==> src/rtl/r_exec_pkg.sv <==
// r_exec_pkg: opcode encoding and shared constants for the r_exec_pipe execute unit.
package r_exec_pkg;

  localparam int ALU_OP_WIDTH = 4;

  typedef logic [ALU_OP_WIDTH-1:0] alu_op_t;

  localparam alu_op_t ALU_ADD  = 4'b0000;
  localparam alu_op_t ALU_SUB  = 4'b0001;
  localparam alu_op_t ALU_AND  = 4'b0010;
  localparam alu_op_t ALU_OR   = 4'b0011;
  localparam alu_op_t ALU_XOR  = 4'b0100;
  localparam alu_op_t ALU_NOR  = 4'b0101;
  localparam alu_op_t ALU_SLT  = 4'b0110;
  localparam alu_op_t ALU_SLTU = 4'b0111;
  localparam alu_op_t ALU_SLL  = 4'b1000;
  localparam alu_op_t ALU_SRL  = 4'b1001;
  localparam alu_op_t ALU_SRA  = 4'b1010;

  // Defined opcodes are contiguous from ADD up to SRA; everything above is illegal.
  function automatic logic alu_op_legal(input alu_op_t op);
    return (op <= ALU_SRA);
  endfunction

endpackage

==> src/rtl/r_exec_regfile.sv <==
// r_exec_regfile: NUM_REGS x DATA_WIDTH register file, two async read ports,
// one sync write port shared between write-back (priority) and preload.
// Register 0 is hardwired to zero; all entries clear on async active-low reset.
module r_exec_regfile #(
  parameter int DATA_WIDTH = 32,
  parameter int ADDR_WIDTH = 5
) (
  input  logic                  i_clk,
  input  logic                  i_rst_n,
  input  logic [ADDR_WIDTH-1:0] i_rd_addr_a,
  output logic [DATA_WIDTH-1:0] o_rd_data_a,
  input  logic [ADDR_WIDTH-1:0] i_rd_addr_b,
  output logic [DATA_WIDTH-1:0] o_rd_data_b,
  input  logic                  i_wb_en,
  input  logic [ADDR_WIDTH-1:0] i_wb_addr,
  input  logic [DATA_WIDTH-1:0] i_wb_data,
  input  logic                  i_ld_valid,
  input  logic                  i_ld_ready,
  input  logic [ADDR_WIDTH-1:0] i_ld_addr,
  input  logic [DATA_WIDTH-1:0] i_ld_data
);

  localparam int NUM_REGS = 2 ** ADDR_WIDTH;
  localparam logic [ADDR_WIDTH-1:0] ZERO_ADDR = {ADDR_WIDTH{1'b0}};
  localparam logic [DATA_WIDTH-1:0] ZERO_DATA = {DATA_WIDTH{1'b0}};

  logic [DATA_WIDTH-1:0] r_regs [NUM_REGS];
  logic                  w_wr_en;
  logic [ADDR_WIDTH-1:0] w_wr_addr;
  logic [DATA_WIDTH-1:0] w_wr_data;

  // Register 0 always reads as zero regardless of storage contents.
  assign o_rd_data_a = (i_rd_addr_a == ZERO_ADDR) ? ZERO_DATA : r_regs[i_rd_addr_a];
  assign o_rd_data_b = (i_rd_addr_b == ZERO_ADDR) ? ZERO_DATA : r_regs[i_rd_addr_b];

  // Write-port arbitration: write-back wins, a preload only goes in when accepted.
  always_comb begin
    w_wr_en   = 1'b0;
    w_wr_addr = i_wb_addr;
    w_wr_data = i_wb_data;
    if (i_wb_en) begin
      w_wr_en = 1'b1;
    end else if (i_ld_valid && i_ld_ready) begin
      w_wr_en   = 1'b1;
      w_wr_addr = i_ld_addr;
      w_wr_data = i_ld_data;
    end else begin
      w_wr_en = 1'b0;
    end
  end

  // Storage update: async clear of every entry, writes to register 0 are dropped.
  always_ff @(posedge i_clk or negedge i_rst_n) begin
    if (!i_rst_n) begin
      for (int i = 0; i < NUM_REGS; i++) begin
        r_regs[i] <= ZERO_DATA;
      end
    end else if (w_wr_en && (w_wr_addr != ZERO_ADDR)) begin
      r_regs[w_wr_addr] <= w_wr_data;
    end
  end

endmodule

==> src/rtl/r_exec_pipe.sv <==
// r_exec_pipe: two-stage (EX -> WB) R-format execute unit with valid/ready issue,
// direct register preload and read-after-write hazard handling.
// Optional feature macro: RF_BYPASS_EN -- forward the WB result into EX instead of
// stalling issue for one cycle on a dependency.
module r_exec_pipe
  import r_exec_pkg::*;
#(
  parameter int DATA_WIDTH = 32,
  parameter int ADDR_WIDTH = 5
) (
  input  logic                    clk,
  input  logic                    reset_input,
  input  logic                    issue_valid,
  output logic                    issue_ready,
  input  logic [ADDR_WIDTH-1:0]   rs_address,
  input  logic [ADDR_WIDTH-1:0]   rt_address,
  input  logic [ADDR_WIDTH-1:0]   rd_address,
  input  logic [ALU_OP_WIDTH-1:0] alu_operation,
  input  logic                    write_enabled,
  input  logic                    load_valid,
  output logic                    load_ready,
  input  logic [ADDR_WIDTH-1:0]   load_address,
  input  logic [DATA_WIDTH-1:0]   load_data,
  output logic                    result_valid,
  output logic [DATA_WIDTH-1:0]   result_data,
  output logic [ADDR_WIDTH-1:0]   result_address,
  output logic                    zero_flag,
  output logic                    overflow_flag,
  output logic                    illegal_flag
);

  localparam int SHAMT_WIDTH = $clog2(DATA_WIDTH);
  localparam int MSB         = DATA_WIDTH - 1;
  localparam logic [ADDR_WIDTH-1:0] ZERO_ADDR = {ADDR_WIDTH{1'b0}};
  localparam logic [DATA_WIDTH-1:0] ZERO_DATA = {DATA_WIDTH{1'b0}};

  // WB stage register
  logic                  r_wb_valid;
  logic                  r_wb_we;
  logic [ADDR_WIDTH-1:0] r_wb_rd;
  logic [DATA_WIDTH-1:0] r_wb_result;
  logic                  r_wb_zero;
  logic                  r_wb_ovf;
  logic                  r_wb_ill;

  logic [DATA_WIDTH-1:0]  w_rf_rs;
  logic [DATA_WIDTH-1:0]  w_rf_rt;
  logic [DATA_WIDTH-1:0]  w_op_a;
  logic [DATA_WIDTH-1:0]  w_op_b;
  logic                   w_wb_commit;
  logic                   w_haz_rs;
  logic                   w_haz_rt;
  logic                   w_issue_fire;
  logic [SHAMT_WIDTH-1:0] w_shamt;
  logic [DATA_WIDTH-1:0]  w_sum;
  logic [DATA_WIDTH-1:0]  w_diff;
  logic [DATA_WIDTH-1:0]  w_alu_result;
  logic                   w_alu_ovf;
  logic                   w_alu_ill;

  r_exec_regfile #(
    .DATA_WIDTH (DATA_WIDTH),
    .ADDR_WIDTH (ADDR_WIDTH)
  ) u_regfile (
    .i_clk       (clk),
    .i_rst_n     (reset_input),
    .i_rd_addr_a (rs_address),
    .o_rd_data_a (w_rf_rs),
    .i_rd_addr_b (rt_address),
    .o_rd_data_b (w_rf_rt),
    .i_wb_en     (w_wb_commit),
    .i_wb_addr   (r_wb_rd),
    .i_wb_data   (r_wb_result),
    .i_ld_valid  (load_valid),
    .i_ld_ready  (load_ready),
    .i_ld_addr   (load_address),
    .i_ld_data   (load_data)
  );

  // A WB entry that will write the regfile at the coming edge (rd=0 dropped inside).
  assign w_wb_commit = r_wb_valid & r_wb_we;
  assign load_ready  = ~w_wb_commit;

  // Read-after-write against the instruction in WB; register 0 never conflicts.
  assign w_haz_rs = w_wb_commit & (rs_address == r_wb_rd) & (rs_address != ZERO_ADDR);
  assign w_haz_rt = w_wb_commit & (rt_address == r_wb_rd) & (rt_address != ZERO_ADDR);

`ifdef RF_BYPASS_EN
  assign w_op_a      = w_haz_rs ? r_wb_result : w_rf_rs;
  assign w_op_b      = w_haz_rt ? r_wb_result : w_rf_rt;
  assign issue_ready = 1'b1;
`else
  assign w_op_a      = w_rf_rs;
  assign w_op_b      = w_rf_rt;
  assign issue_ready = ~(w_haz_rs | w_haz_rt);
`endif

  assign w_issue_fire = issue_valid & issue_ready;
  assign w_shamt      = w_op_b[SHAMT_WIDTH-1:0];
  assign w_sum        = w_op_a + w_op_b;
  assign w_diff       = w_op_a - w_op_b;
  assign w_alu_ill    = ~alu_op_legal(alu_operation);

  // ALU: result and signed-overflow for the current EX operands; illegal codes yield 0.
  always_comb begin
    w_alu_result = ZERO_DATA;
    w_alu_ovf    = 1'b0;
    case (alu_operation)
      ALU_ADD: begin
        w_alu_result = w_sum;
        w_alu_ovf    = (w_op_a[MSB] == w_op_b[MSB]) && (w_sum[MSB] != w_op_a[MSB]);
      end
      ALU_SUB: begin
        w_alu_result = w_diff;
        w_alu_ovf    = (w_op_a[MSB] != w_op_b[MSB]) && (w_diff[MSB] != w_op_a[MSB]);
      end
      ALU_AND:  w_alu_result = w_op_a & w_op_b;
      ALU_OR:   w_alu_result = w_op_a | w_op_b;
      ALU_XOR:  w_alu_result = w_op_a ^ w_op_b;
      ALU_NOR:  w_alu_result = ~(w_op_a | w_op_b);
      ALU_SLT:  w_alu_result = {{(DATA_WIDTH-1){1'b0}}, ($signed(w_op_a) < $signed(w_op_b))};
      ALU_SLTU: w_alu_result = {{(DATA_WIDTH-1){1'b0}}, (w_op_a < w_op_b)};
      ALU_SLL:  w_alu_result = w_op_a << w_shamt;
      ALU_SRL:  w_alu_result = w_op_a >> w_shamt;
      ALU_SRA:  w_alu_result = $unsigned($signed(w_op_a) >>> w_shamt);
      default: begin
        w_alu_result = ZERO_DATA;
        w_alu_ovf    = 1'b0;
      end
    endcase
  end

  // WB register: holds each accepted instruction's outcome for exactly one cycle,
  // otherwise returns to an all-zero idle state.
  always_ff @(posedge clk or negedge reset_input) begin
    if (!reset_input) begin
      r_wb_valid  <= 1'b0;
      r_wb_we     <= 1'b0;
      r_wb_rd     <= ZERO_ADDR;
      r_wb_result <= ZERO_DATA;
      r_wb_zero   <= 1'b0;
      r_wb_ovf    <= 1'b0;
      r_wb_ill    <= 1'b0;
    end else if (w_issue_fire) begin
      r_wb_valid  <= 1'b1;
      r_wb_we     <= write_enabled & ~w_alu_ill;
      r_wb_rd     <= rd_address;
      r_wb_result <= w_alu_result;
      r_wb_zero   <= (w_alu_result == ZERO_DATA);
      r_wb_ovf    <= w_alu_ovf;
      r_wb_ill    <= w_alu_ill;
    end else begin
      r_wb_valid  <= 1'b0;
      r_wb_we     <= 1'b0;
      r_wb_rd     <= ZERO_ADDR;
      r_wb_result <= ZERO_DATA;
      r_wb_zero   <= 1'b0;
      r_wb_ovf    <= 1'b0;
      r_wb_ill    <= 1'b0;
    end
  end

  assign result_valid   = r_wb_valid;
  assign result_data    = r_wb_result;
  assign result_address = r_wb_rd;
  assign zero_flag      = r_wb_zero;
  assign overflow_flag  = r_wb_ovf;
  assign illegal_flag   = r_wb_ill;

endmodule

==> config.mk <==
export PLATFORM = sky130hd
export DESIGN_NAME = r_exec_pipe
export DESIGN_NICKNAME = d
export VERILOG_FILES = /design/src/rtl/r_exec_pkg.sv /design/src/rtl/r_exec_regfile.sv /design/src/rtl/r_exec_pipe.sv
export SDC_FILE = /design/constraint.sdc
export NUM_CORES = 2
export LEC_CHECK = 0
export BUFFER_PORTS_ARGS = -buffer_cell sky130_fd_sc_hd__buf_4
export CAP_MARGIN = 20
export CORE_MARGIN = 1
export CORE_UTILIZATION = 64
export CTS_BUF_LIST = sky130_fd_sc_hd__clkbuf_8 sky130_fd_sc_hd__clkbuf_16
export DETAILED_ROUTE_END_ITERATION = 7
export GPL_TIMING_DRIVEN = 0
export PLACE_DENSITY_LB_ADDON = 0.1
export SLEW_MARGIN = 20
export SYNTH_ARGS = -nofsm -noshare
export SYNTH_HDL_FRONTEND = slang
export SYNTH_SLANG_ARGS = --single-unit
==> constraint.sdc <==
create_clock -name clk -period 6.7 [get_ports clk]
set_clock_uncertainty 0.1 [all_clocks]
set_input_delay 0.67 -clock clk [delete_from_list [all_inputs] [get_ports clk]]
set_output_delay 0.67 -clock clk [all_outputs]
set_load 0.05 [all_outputs]
==> impl_metrics.env, run 1 <==
export IMPL_postSynthCellCount=6057
export IMPL_synth_seq_cells=1066
export IMPL_dp_cells=7451
export IMPL_crit_endpoint="zero_flag$_DFF_PN0_/D"
export IMPL_grt_max_degree=158
export IMPL_ios=104
export IMPL_portBuffers=94
export IMPL_clk_path_buf_depth=3
export IMPL_dp_final_hpwl_mm=249.4
export IMPL_error_line="[ERROR GRT-0232] Routing congestion too high. Check the congestion heatmap in the GUI."
export IMPL_cts_max_level=3
export IMPL_seq_area_frac_synth_pct=42.22
export IMPL_yosysUniqueCellTypes=97
export IMPL_cts_root_buffer="clkbuf_16"
export IMPL_grt_usage_pct=81.36
export IMPL_initial_core_util_pct=64.94
export IMPL_async_reset_ff_share_pct=100.0
export IMPL_synth_area_leaders="dfrtp_1 (42%), mux4_2 (19%), o21ai_0 (5.0%)"
export IMPL_yosys_area_top_type="dfrtp_1"
export IMPL_cts_buffers=108
export IMPL_gr_total_overflow=133
export IMPL_clock_sinks=1066
export IMPL_synth_area_um2=63180
export IMPL_placed_area_um2=66160
export IMPL_worst_ep_kind="sequential cell input"
export IMPL_ys_warn_count=0
export IMPL_fp_dieW_um=316.2
export IMPL_synth_edff_count=0
export IMPL_row_count=114
export IMPL_synthesis_nets=6225
export IMPL_status="did not finish"
export IMPL_die_y_um=316.2
export IMPL_stop_stage="global routing"
export IMPL_syn_area_per_cell_um2=10.43
export IMPL_synth_main_ff_cell="dfrtp_1"
export IMPL_gp_congestion=1.196
export IMPL_yosysTopAreaCellShare_pct=42.22
[per-stage QoR]
| stage | worst slack [ps] | setup TNS (ps) | util (%) | hold slack, ps |
|---|---|---|---|---|
| after floorplan | 5.488 | 0 | - | 274.4 |
| after global placement | -7461 | -7846590 | 67.37 | 351.5 |
| after detailed placement | -4459 | -91400 | 68.01 | 369.3 |
| after CTS | 0.1426 | 0 | 73.07 | 69.70 |
[synth_stat cells (75+ instances only)]
| library cell | number |
|---|---|
| o21ai_0 | 634 |
| inv_1 | 93 |
| a21oi_1 | 575 |
| ha_1 | 105 |
| o211ai_1 | 75 |
| mux2i_1 | 174 |
| clkbuf_1 | 448 |
| mux4_2 | 542 |
| nor2_1 | 659 |
| nand2_1 | 731 |
| dfrtp_1 | 1066 |
[cell families after synthesis]
| logic type | after synthesis | synth area share [%] |
|---|---|---|
| AO/OA/AOI/OAI | 1762 | 16.48 |
| XOR/XNOR | 15 | 0.2079 |
| adder cells (fa/ha/maj) | 107 | 2.143 |
| buffers and inverters | 706 | 4.811 |
| flip-flops | 1066 | 42.22 |
| multiplexers | 759 | 23.40 |
| AND/OR/NAND/NOR | 1642 | 10.73 |
[metal layers]
metal / overflow / GRT usage, %
met5: 3 / 43.61
met4: 52 / 77.69
met3: 11 / 71.56
met2: 54 / 93.32
met1: 13 / 82.40
[repair_timing]
action,in CTS
setup buffers,10
cloned,0
pin swaps,9
hold buffers,1
endpoints found under the hold margin,68
setup endpoints to repair,32
gates resized for setup,267
==> run 2, diff against run 1 <==
- CORE_UTILIZATION: 64 -> 40
- CTS_BUF_LIST: sky130_fd_sc_hd__clkbuf_8 sky130_fd_sc_hd__clkbuf_16 -> not set
- PLACE_DENSITY_LB_ADDON: 0.1 -> 0.15
==> run 2 against run 1 <==
The flow now finishes, with violations (setup timing). Synthesized area stayed put. Synthesized cell count stayed put.
==> impl_metrics.env, run 2 <==
export IMPL_yosysTopAreaCellShare_pct=42.22
export IMPL_powerDensity_nw_per_um2=360.7
export IMPL_max_cap_violations=0
export IMPL_fin_crit_ps=6843
export IMPL_placed_area_um2=67550
export IMPL_slew_viol_final=0
export IMPL_grt_pass1_wl_mm=501.4
export IMPL_crit_fanout=10
export IMPL_seq_area_frac_synth_pct=42.22
export IMPL_dp_cells=8248
export IMPL_cts_tree="done"
export IMPL_fin_crit_sh_pct=102.1
export IMPL_first_global_vias=57011
export IMPL_cts_buffers=121
export IMPL_synth_most_common_cell="dfrtp_1"
export IMPL_hold_depth=2
export IMPL_firstDrtPassIters=8
export IMPL_crit_arrival_ps=7460
export IMPL_gr_total_overflow=0
export IMPL_clock_latency_ps=820
export IMPL_drtAntennaViolNets=0
export IMPL_slowest_delay_ps=910
export IMPL_use_met2_pct=65.10
export IMPL_cpLargestDelayFamily="buffers and inverters"
export IMPL_cts_reportedPaths_clkPinSlew_ps=60
export IMPL_ir_drop_v=0.0002513
export IMPL_antenna_found_initial=31
export IMPL_required_ps=7320
export IMPL_dp_final_hpwl_mm=274.5
export IMPL_wl_mm=374.5
export IMPL_critPathLaunch="rt_address[3]"
export IMPL_initial_core_util_pct=40.35
export IMPL_relSlewSlack_pct=10.89
export IMPL_postLayoutCellArea_um2=73760
export IMPL_status="finished with violations"
export IMPL_regMostFlops="u_regfile.r_regs"
export IMPL_layout_nets=6509
export IMPL_met3_usage_pct=19.38
export IMPL_fp_dieW_um=399.4
export IMPL_min_from="rd_address[2]"
export IMPL_grt_max_degree=142
export IMPL_ys_warn_count=0
export IMPL_yosysUniqueCellTypes=97
export IMPL_synth_area_leaders="dfrtp_1 (42%), mux4_2 (19%), o21ai_0 (5.0%)"
export IMPL_drc_errors=0
export IMPL_reg2reg_from="u_regfile.r_regs[196]$_DFFE_PN0P_"
export IMPL_hold_viol=0
export IMPL_end_kind="register"
export IMPL_postSynthCellCount=6057
export IMPL_syn_to_final_growth_pct=16.75
export IMPL_synth_seq_cells=1066
export IMPL_path_class="primary input to register"
export IMPL_row_count=145
export IMPL_start_kind="primary input"
export IMPL_top_usage_layer="met2"
export IMPL_synth_area_um2=63180
export IMPL_async_reset_ff_share_pct=100.0
export IMPL_grt_usage_pct=46.80
export IMPL_fin_ws_ps=-143.2
export IMPL_finalSetupViolCount=1
export IMPL_drt_iter0_drc=9035
export IMPL_cpMaxStageDelayCell="a221oi_1"
export IMPL_globalRouteMet1Util_pct=55.65
export IMPL_finalHoldWorstSlack_ps=20.47
export IMPL_vias_per_cell=7.052
export IMPL_violations="setup timing"
export IMPL_layout_common_cells="dfrtp_1 (1,066), nand2_1 (710), nor2_1 (639)"
export IMPL_yosys_area_top_type="dfrtp_1"
export IMPL_leakagePower_nw=31.08
export IMPL_crit_buf_inv=7
export IMPL_synth_main_ff_cell="dfrtp_1"
export IMPL_ios=104
export IMPL_synthTopCellsByCount="dfrtp_1 (1,066), nand2_1 (731), nor2_1 (659)"
export IMPL_layout_commonest_cell="dfrtp_1"
export IMPL_core_um2=156600
export IMPL_wire_per_inst_um=43.87
export IMPL_worstMarginPinSlew_ps=1337
export IMPL_drive_above_1_share_pct=20.83
export IMPL_vias=60195
export IMPL_gp_congestion=1.059
export IMPL_dieArea_um2=159500
export IMPL_synth_edff_count=0
export IMPL_cts_root_buffer="clkbuf_16"
export IMPL_layout_cells_non_filler=8536
export IMPL_syn_area_per_cell_um2=10.43
export IMPL_cp_cell_sequence="buf_4 -> clkbuf_2 -> clkbuf_2 -> clkbuf_4 -> clkbuf_2 -> mux4_2 -> nand2_1 -> nand2_1 -> nand2_1 -> ha_1 -> inv_1 -> a221oi_1 -> inv_1 -> a221o_1 -> a21oi_1 -> o2111ai_1 -> nor4_1 -> nand4_1 -> nor3_2"
export IMPL_clk_path_buf_depth=3
export IMPL_largest_reg_flops=1024
export IMPL_fmax_mhz=146.1
export IMPL_cts_max_level=3
export IMPL_r2r_cells=20
export IMPL_die_y_um=399.4
export IMPL_min_path_type="primary input to register"
export IMPL_synthesis_nets=6225
export IMPL_tns_ps=-143.2
export IMPL_cp_num_cells=19
export IMPL_portBuffers=94
export IMPL_clock_sinks=1066
-- run 2: cell counts after synthesis --
No cell type changed its count.
-- run 2: report_power, final --
part | switching (mW) | internal (mW) | leakage (nW)
registers | 1.40 | 8.12 | 13.7
clock network | 3.10 | 3.95 | 2.00
logic | 6.25 | 3.79 | 15.3
total | 10.7 | 15.9 | 31.1
-- run 2: stage by stage --
| step | total power, mW | utilization, % | setup slack [ps] |
|---|---|---|---|
| final | 26.61 | 47.11 | -143.2 |
| after global routing | 27.33 | 47.08 | -26.93 |
| after CTS | 25.94 | 46.74 | 0.5813 |
| after detailed placement | 18.66 | 43.14 | -4231 |
| after global placement | 18.45 | 42.48 | -8729 |
| after floorplan | 14.78 | - | 5.488 |
-- run 2: cell type report --
| class | instances | area [um^2] |
|---|---|---|
| Fill cell | 14877 | 82810 |
| Clock buffer | 188 | 3580 |
| Timing Repair Buffer | 172 | 1814 |
| Multi-Input combinational cell | 4285 | 34460 |
| Antenna cell | 31 | 77.57 |
| Buffer | 595 | 3661 |
| Inverter | 100 | 375.4 |
| Tap cell | 2058 | 2575 |
| Clock inverter | 41 | 540.5 |
| Sequential cell | 1066 | 26680 |
-- run 2: final timing paths --
kind                                                            to  slack, ps
worst max-delay path                           zero_flag$_DFF_PN0_       -140
worst min-delay path                   result_address[2]$_DFF_PN0_         20
worst max register to register                 zero_flag$_DFF_PN0_          0
worst min register to register  u_regfile.r_regs[1010]$_DFFE_PN0P_        380
max in group asynchronous        u_regfile.r_regs[926]$_DFFE_PN0P_       4110
min in group asynchronous                result_data[19]$_DFF_PN0_        230
-- run 2: kinds of logic (layout without fill, tap and decap cells) --
family	count (synthesis)	in the layout	share of synthesized area [%]
AOI/OAI and AO/OA	1762	1762	16.48
and+or+nand+nor	1642	1642	10.73
DFF	1066	1066	42.22
muxes	759	759	23.40
buffers and inverters	706	1096	4.811
adders and majority gates	107	107	2.143
xor gates and xnor gates	15	15	0.2079
other	0	31	0
-- run 2: metal layers --
layer	part of all wire, %	wire length, um
met1	35	130400
met2	41	153800
met3	14	50570
met4	11	39330
met5	0.079	297
-- run 2: what timing repair did --
| action | 4_1_cts | 5_1_grt |
|---|---|---|
| pin swaps | 20 | 15 |
| hold buffers | 4 | 0 |
| buffers inserted | 27 | 7 |
| gates resized for setup | 338 | 108 |
| endpoints found under the hold margin | 63 | 0 |
| setup endpoints to repair | 32 | 5 |
No activity file was read; power rests on OpenSTA's default activity.
